File: src/rtl/n_set_cache_miss_sequencer.sv
// Miss sequencer for the n-set cache: victim request, metadata read, optional write-back, fetch, commit.
// Define N_SET_CACHE_MISS_SEQ_PERF_EN to add saturating miss / write-back counters.
module n_set_cache_miss_sequencer #(
  parameter int CACHE_BLOCK_CAPACITY = 128,
  parameter int CACHE_SET_SIZE       = 4,
  parameter int BW_TAG               = 20,
  parameter int CACHE_BLOCK_WORDS    = 4,
  parameter int BW_CACHE_CAPACITY    = $clog2(CACHE_BLOCK_CAPACITY),
  parameter int BW_GRP               = $clog2(CACHE_SET_SIZE),
  parameter int BW_SET               = BW_CACHE_CAPACITY - BW_GRP,
  parameter int BW_WORD              = (CACHE_BLOCK_WORDS > 1) ? $clog2(CACHE_BLOCK_WORDS) : 1
) (
  input  logic                         clock_i,
  input  logic                         resetn_i,
  input  logic                         req_i,
  input  logic [BW_SET-1:0]            req_set_i,
  input  logic [BW_TAG-1:0]            req_tag_i,
  output logic                         busy_o,
  output logic                         done_o,
  output logic                         policy_miss_o,
  output logic                         policy_hit_o,
  output logic [BW_CACHE_CAPACITY-1:0] policy_addr_o,
  input  logic                         policy_done_i,
  input  logic [BW_CACHE_CAPACITY-1:0] policy_addr_i,
  output logic [BW_CACHE_CAPACITY-1:0] meta_addr_o,
  input  logic                         meta_valid_i,
  input  logic                         meta_dirty_i,
  input  logic [BW_TAG-1:0]            meta_tag_i,
  output logic                         meta_we_o,
  output logic [BW_TAG-1:0]            meta_tag_o,
  output logic                         mem_req_o,
  output logic                         mem_rw_o,
  output logic [BW_TAG+BW_SET-1:0]     mem_addr_o,
  output logic [BW_WORD-1:0]           mem_word_o,
  input  logic                         mem_ack_i
`ifdef N_SET_CACHE_MISS_SEQ_PERF_EN
  ,
  output logic [31:0]                  miss_count_o,
  output logic [31:0]                  wb_count_o
`endif
);

  localparam logic [BW_WORD-1:0] LAST_WORD = BW_WORD'(CACHE_BLOCK_WORDS - 1);

  // S_WBGAP is the single idle memory cycle separating the write-back burst from the fetch burst
  typedef enum logic [2:0] {
    S_IDLE,
    S_POLICY,
    S_META,
    S_WB,
    S_WBGAP,
    S_FETCH,
    S_COMMIT
  } state_t;

  state_t                         r_state;
  state_t                         w_nextState;
  logic [BW_SET-1:0]              r_set;
  logic [BW_TAG-1:0]              r_tag;
  logic [BW_CACHE_CAPACITY-1:0]   r_victim;
  logic [BW_TAG-1:0]              r_victimTag;
  logic [BW_WORD-1:0]             r_word;
  logic                           r_metaPhase;
  logic                           w_lastWord;

  assign w_lastWord = (r_word == LAST_WORD);

  always_comb begin
    w_nextState   = r_state;
    busy_o        = (r_state != S_IDLE);
    done_o        = 1'b0;
    policy_miss_o = 1'b0;
    policy_hit_o  = 1'b0;
    policy_addr_o = '0;
    meta_addr_o   = '0;
    meta_we_o     = 1'b0;
    meta_tag_o    = '0;
    mem_req_o     = 1'b0;
    mem_rw_o      = 1'b0;
    mem_addr_o    = '0;
    mem_word_o    = '0;
    case (r_state)
      S_IDLE: begin
        if (req_i) w_nextState = S_POLICY;
      end
      S_POLICY: begin
        policy_miss_o = 1'b1;
        policy_addr_o = {{BW_GRP{1'b0}}, r_set};
        if (policy_done_i) w_nextState = S_META;
      end
      S_META: begin
        meta_addr_o = r_victim;
        // Metadata arrives one cycle after the address, so decide only in the second META cycle
        if (r_metaPhase) begin
          w_nextState = (meta_valid_i && meta_dirty_i) ? S_WB : S_FETCH;
        end
      end
      S_WB: begin
        mem_req_o  = 1'b1;
        mem_rw_o   = 1'b1;
        mem_addr_o = {r_victimTag, r_set};
        mem_word_o = r_word;
        if (mem_ack_i && w_lastWord) w_nextState = S_WBGAP;
      end
      S_WBGAP: begin
        w_nextState = S_FETCH;
      end
      S_FETCH: begin
        mem_req_o  = 1'b1;
        mem_addr_o = {r_tag, r_set};
        mem_word_o = r_word;
        if (mem_ack_i && w_lastWord) w_nextState = S_COMMIT;
      end
      S_COMMIT: begin
        meta_we_o     = 1'b1;
        meta_addr_o   = r_victim;
        meta_tag_o    = r_tag;
        policy_hit_o  = 1'b1;
        policy_addr_o = r_victim;
        done_o        = 1'b1;
        w_nextState   = S_IDLE;
      end
      default: w_nextState = S_IDLE;
    endcase
  end

  always_ff @(posedge clock_i or negedge resetn_i) begin
    if (!resetn_i) begin
      r_state     <= S_IDLE;
      r_set       <= '0;
      r_tag       <= '0;
      r_victim    <= '0;
      r_victimTag <= '0;
      r_word      <= '0;
      r_metaPhase <= 1'b0;
    end else begin
      r_state <= w_nextState;
      case (r_state)
        S_IDLE: begin
          if (req_i) begin
            r_set <= req_set_i;
            r_tag <= req_tag_i;
          end
        end
        S_POLICY: begin
          if (policy_done_i) r_victim <= policy_addr_i;
        end
        S_META: begin
          r_metaPhase <= ~r_metaPhase;
          if (r_metaPhase) r_victimTag <= meta_tag_i;
        end
        S_WB, S_FETCH: begin
          if (mem_ack_i) r_word <= w_lastWord ? '0 : r_word + 1'b1;
        end
        default: ;
      endcase
    end
  end

`ifdef N_SET_CACHE_MISS_SEQ_PERF_EN
  logic [31:0] r_missCount;
  logic [31:0] r_wbCount;

  always_ff @(posedge clock_i or negedge resetn_i) begin
    if (!resetn_i) begin
      r_missCount <= '0;
      r_wbCount   <= '0;
    end else begin
      if (r_state == S_COMMIT && r_missCount != 32'hFFFF_FFFF) r_missCount <= r_missCount + 32'd1;
      if (r_state == S_WB && w_nextState == S_WBGAP && r_wbCount != 32'hFFFF_FFFF)
        r_wbCount <= r_wbCount + 32'd1;
    end
  end

  assign miss_count_o = r_missCount;
  assign wb_count_o   = r_wbCount;
`endif

endmodule

File: config.mk
export PLATFORM = sky130hd
export DESIGN_NAME = n_set_cache_miss_sequencer
export DESIGN_NICKNAME = d
export VERILOG_FILES = /design/src/rtl/n_set_cache_miss_sequencer.sv
export SDC_FILE = /design/constraint.sdc
export NUM_CORES = 1
export LEC_CHECK = 0
export CORE_AREA = 2 2 92 94
export DETAILED_ROUTE_END_ITERATION = 12
export DIE_AREA = 0 0 94 96
export PLACE_DENSITY_LB_ADDON = 0.05
export SLEW_MARGIN = 40
export SYNTH_ARGS = -nofsm -noshare
export SYNTH_HDL_FRONTEND = slang
export SYNTH_SLANG_ARGS = --single-unit
File: constraint.sdc
create_clock -name clock_i -period 1.65 [get_ports clock_i]
set_input_delay 0.33 -clock clock_i [delete_from_list [all_inputs] [get_ports clock_i]]
set_output_delay 0.33 -clock clock_i [all_outputs]
set_load 0.005 [all_outputs]
# Word level (Yosys, flattened, before mapping)
# Cells that the tools add are included.
[word_totals]
mem_bits_rw = 0
latchBits = 0
output_inout_bits = 68
mem_count = 0
ff_bits = 58
romBits = 0
[op_classes]
multipliers = 0
reduce_logical = 11
n_mux = 17
n_shift = 0
n_lt_le_gt_ge = 0
n_div = 0
n_eq_ne = 12
n_addsub = 1
n_bitwise = 1
[ops]
columns = ["cell", "count"]
rows = [
  ["$pmux 25 s2", 1],
  ["$mux 20", 1],
  ["$mux 3", 6],
  ["$pmux 3 s6", 1],
  ["$pmux 7 s2", 1],
  ["$ne 2x2->1 const B", 5],
  ["$eq 3x3->1 const B", 3],
  ["$reduce_and 2->1", 4],
  ["$mux 7", 1],
  ["$eq 3x2->1 const B", 2],
  ["$reduce_and 5->1", 1],
  ["$mux 1", 4],
  ["$mux 2", 2],
  ["$reduce_or 2->1", 2],
  ["$eq 3x1->1 const B", 1],
  ["$logic_not 3->1", 1],
  ["$reduce_bool 3->1", 1],
  ["$add 2x1->2 const B", 1],
  ["$eq 2x2->1 const B", 1],
  ["$logic_and 1x1->1", 2],
  ["$not 1->1", 1],
]

# Logic depth before layout (Yosys ltp)
[depth]
depth_word = 4
ltp_mapped = 5
ltp_nobuf = 4

# Worst setup path before layout
# No wires, ideal clock.
[synth_timing]
kind = "register to output"
from = "register r_state[1]"
to = "output policy_addr_o[0]"
path_stages_with_launch = 6
t_required_ps = 1320
slack_ps = 22
arrival_ps = 1298
path_cell_list = "dfrtp_1 > buf_4 > and2b_2 > and2_1 > clkbuf_1 > a22o_2"
[synth_via]
elab_chain_cells = 2
[synth_rtl]
columns = ["element", "line", "rtl"]
rows = [
  ["start: declaration", "56", "state_t r_state;"],
  ["start signal: assignment", "137", "r_state <= w_nextState;"],
  ["$eq 3x3->1 / $eq 3x1->1 (equally long branches)", "82", "case (r_state)"],
  ["$pmux 7 s2 (*)", "82", ""],
  ["end: declaration", "22", "output logic [BW_CACHE_CAPACITY-1:0] policy_addr_o,"],
]
# Mark *: on every way between the ends. The rest lies on a longest branch, timed or not.

# Worst setup path in the final report
[layout_timing]
from = "register r_state[1]"
to = "output meta_tag_o[2]"
[layout_via]
elab_chain_cells = 2
[layout_rtl]
columns = ["element", "line", "rtl"]
rows = [
  ["$eq 3x3->1", "82", ""],
  ["$mux 20", "82", ""],
  ["end: declaration", "30", "output logic [BW_TAG-1:0] meta_tag_o,"],
]
# No other way between the ends.

==> flow_summary.ini <==
[run_status]
status = finished with violations
violations = setup timing

[die]
die_x_um = 94
die_h_um = 96
start_util_pct = 36.7
coreArea_um2 = 8050
fp-row-count = 33
ios = 127
fp.dieArea_um2 = 9020

[critical_path]
crit_arrival_ns = 1.75
r2r_end = r_victimTag[8]
start_kind = flop
worstPathRequired_ns = 1.32
rrSetupSlack_ns = -0.35
critPathKind = reg2out
rr_worst_depth = 8
crit_fanout = 5
critPathCaptureType = primary output
reg2reg_from = r_state[2]

[drt]
drtIter0Drc = 48
drtPass1Iterations = 4
wl_um = 11300
drtAntennaViolNets = 0
drc = 0
viasPerCell = 5.14
via_count = 2755
detail_route.wl_per_cell_um = 21.0

[yosys]
synth.cell_area_um2 = 2960
yosysWarningCount = 0
synth_seq_cells = 58
synth.distinct_cells = 33
netlist_instances = 227
postSynthNetCount = 287
syn_area_per_cell_um2 = 13.0
ys_seq_area_share_pct = 49.1

[placed_design]
numPortBuffers = 126
gp_congestion = 0.793
hpwl_um = 5610

[finish]
final_cell_mix = buf_6 (86), clkdlybuf4s50_1 (57), dfrtp_1 (56)
final_nets = 486
n_antenna_cell = 0
seq_area_um2 = 1450
final_util_pct = 73.5
drive_above_1_share_pct = 65.9
multi_input_area_um2 = 1790
layout_commonest_cell = buf_6
syn_to_final_growth_pct = 100
fill_cells = 562

[sta]
rsz0062_at_grt = yes
slew_headroom_pct = 77.7
max_freq_mhz = 480
finalHoldViolations = 0
finalMaxSlewViolations = 0
tightest_slew_ns = 0.335
setup_viol = 122
finalWorstSetupSlack_ns = -0.432
min_period_over_period_pct = 126
min_period_ns = 2.08
clock_skew_ns = 0.00990

[grt]
antenna_found_initial = 0
grt_use_met3_pct = 5.48
grt_first_pass_wirelength_um = 16900
grt_pass1_vias = 2980
grt_usage_pct = 25.2
met1_usage_pct = 33.1
grt_max_degree = 59
overflow = 0
grtUsageMet2_pct = 41.7
grt.busiest_layer = met2

[min_path]
hold_start = r_victimTag[11]
min_path_type = reg2reg
hold_depth = 1
holdPathEnd = r_victimTag[11]

[cts]
clock-sinks = 58
max-clock-path-buffers = 2
clkSlewWorstSetupHoldPaths_ns = 0.07
htree_levels = 3
numCtsBuffers = 9
clock_latency_ns = 0.34
clock-root-buffer = clkbuf_8
cts_tree = built

[pwr]
vdd_ir_drop_max_mv = 0.965
power.density_nw_per_um2 = 1820
total_power_uw = 10800
leakage_uw = 0.00274

[job]
maxCapViolations = 0
==> power breakdown <==
group | total [µW] | switching, µW | internal, µW
combinational | 6480 | 2220 | 4260
sequential | 2810 | 647 | 2160
clock | 1460 | 577 | 887
total | 10800 | 3440 | 7310
==> per-layer routing <==
metal | vias up | wire length (µm)
met1 | 1391 | 4690
met5 | - | 0
met4 | 0 | 283
met3 | 23 | 698
met2 | 108 | 5580
li1 | 1233 | -
==> area by class of cell <==
| cell class | count | area share, % |
|---|---|---|
| clock buffer | 11 | 2.39 |
| clock inverter | 5 | 1.31 |
| inverter | 1 | 0.0634 |
| multi-input combinational | 147 | 30.3 |
| sequential | 58 | 24.6 |
| tap | 105 | 2.22 |
| timing repair buffer | 209 | 39.2 |
==> cell families after synthesis <==
kind of cell | Yosys count | synth area share [%]
flip-flops | 58 | 49.1
AND/OR/NAND/NOR | 56 | 12.1
multiplexers | 54 | 23.1
AO/OA/AOI/OAI | 34 | 9.74
buffers and inverters | 22 | 4.70
XOR/XNOR | 2 | 0.847
adder cells (fa/ha/maj) | 1 | 0.423
==> worst max-delay path by stage <==
stage	to	slack [ns]	start	cells after the start
floorplan	policy_addr_o[0]	0.02	r_state[1]	5
global placement	mem_addr_o[11]	-0.28	r_state[2]	5
detailed placement	mem_addr_o[11]	-0.33	r_state[1]	5
CTS	meta_tag_o[6]	-0.44	r_state[1]	7
global route	meta_tag_o[5]	-0.46	r_state[1]	7
finish	meta_tag_o[2]	-0.43	r_state[1]	7
==> through the flow <==
stage	std cells	worst slack [ns]	instance area (µm²)	TNS [ns]	hold WS, ns
floorplan	227	0.0223	2960	0	0.0344
global placement	462	-0.283	4500	-17.79	0.365
detailed placement	462	-0.328	4500	-18.74	0.360
CTS	541	-0.443	5850	-36.11	0.512
global route	536	-0.464	5920	-43.98	0.535
finish	536	-0.432	5920	-38.24	0.512
==> Yosys cell counts <==
| cell type | n | area [µm²] |
|---|---|---|
| buf_2 | 6 | 30.0 |
| o31ai_1 | 1 | 7.51 |
| a2111oi_0 | 1 | 8.76 |
| clkbuf_1 | 6 | 22.5 |
| o21a_1 | 1 | 7.51 |
| ha_1 | 1 | 12.5 |
| a22o_1 | 20 | 175 |
| a21oi_1 | 2 | 10.0 |
| nor2_2 | 1 | 6.26 |
| nor2b_1 | 1 | 6.26 |
| o21ai_0 | 2 | 10.0 |
| nor2_1 | 2 | 7.51 |
| and2_1 | 10 | 62.6 |
| nand3_1 | 2 | 10.0 |
| mux2_4 | 20 | 300 |
| nand2b_1 | 2 | 12.5 |
| buf_4 | 5 | 37.5 |
| xor2_2 | 1 | 16.3 |
| inv_1 | 1 | 3.75 |
| dfrtp_1 | 58 | 1450 |
| and3_2 | 1 | 7.51 |
| a32oi_1 | 1 | 8.76 |
| a21bo_2 | 1 | 10.0 |
| nor3_1 | 1 | 5.00 |
| xor2_1 | 1 | 8.76 |
| and2b_2 | 1 | 8.76 |
| nor3b_2 | 2 | 25.0 |
| a22o_2 | 5 | 50.1 |
| nand2_1 | 2 | 7.51 |
| and3_1 | 30 | 188 |
| and3b_2 | 1 | 10.0 |
| mux2_2 | 34 | 383 |
| buf_6 | 4 | 45.0 |
==> critical path, cell delays in order, from the launching register on <==
cell,delay (ns)
dfrtp_2,0.44
buf_12,0.14
and2b_4,0.18
buf_12,0.13
buf_12,0.12
buf_8,0.12
and3_4,0.17
buf_6,0.11
==> repair_timing <==
item | 4_1_cts | 5_1_grt
buffers inserted | 53 | 11
pin swaps | 27 | 19
endpoints found under the hold margin | 5 | 0
cloned | 10 | 1
hold buffers | 1 | 0
setup endpoints to repair | 115 | 124
resized for setup | 445 | 45
==> state kept, by name (all words and copies together), names as in the netlist <==
name	count
r_metaPhase	1
r_tag	20
r_set	5
r_word	2
r_state	3
r_victimTag	20
r_victim	7
Note: power is estimated with default switching activity, not from simulation.
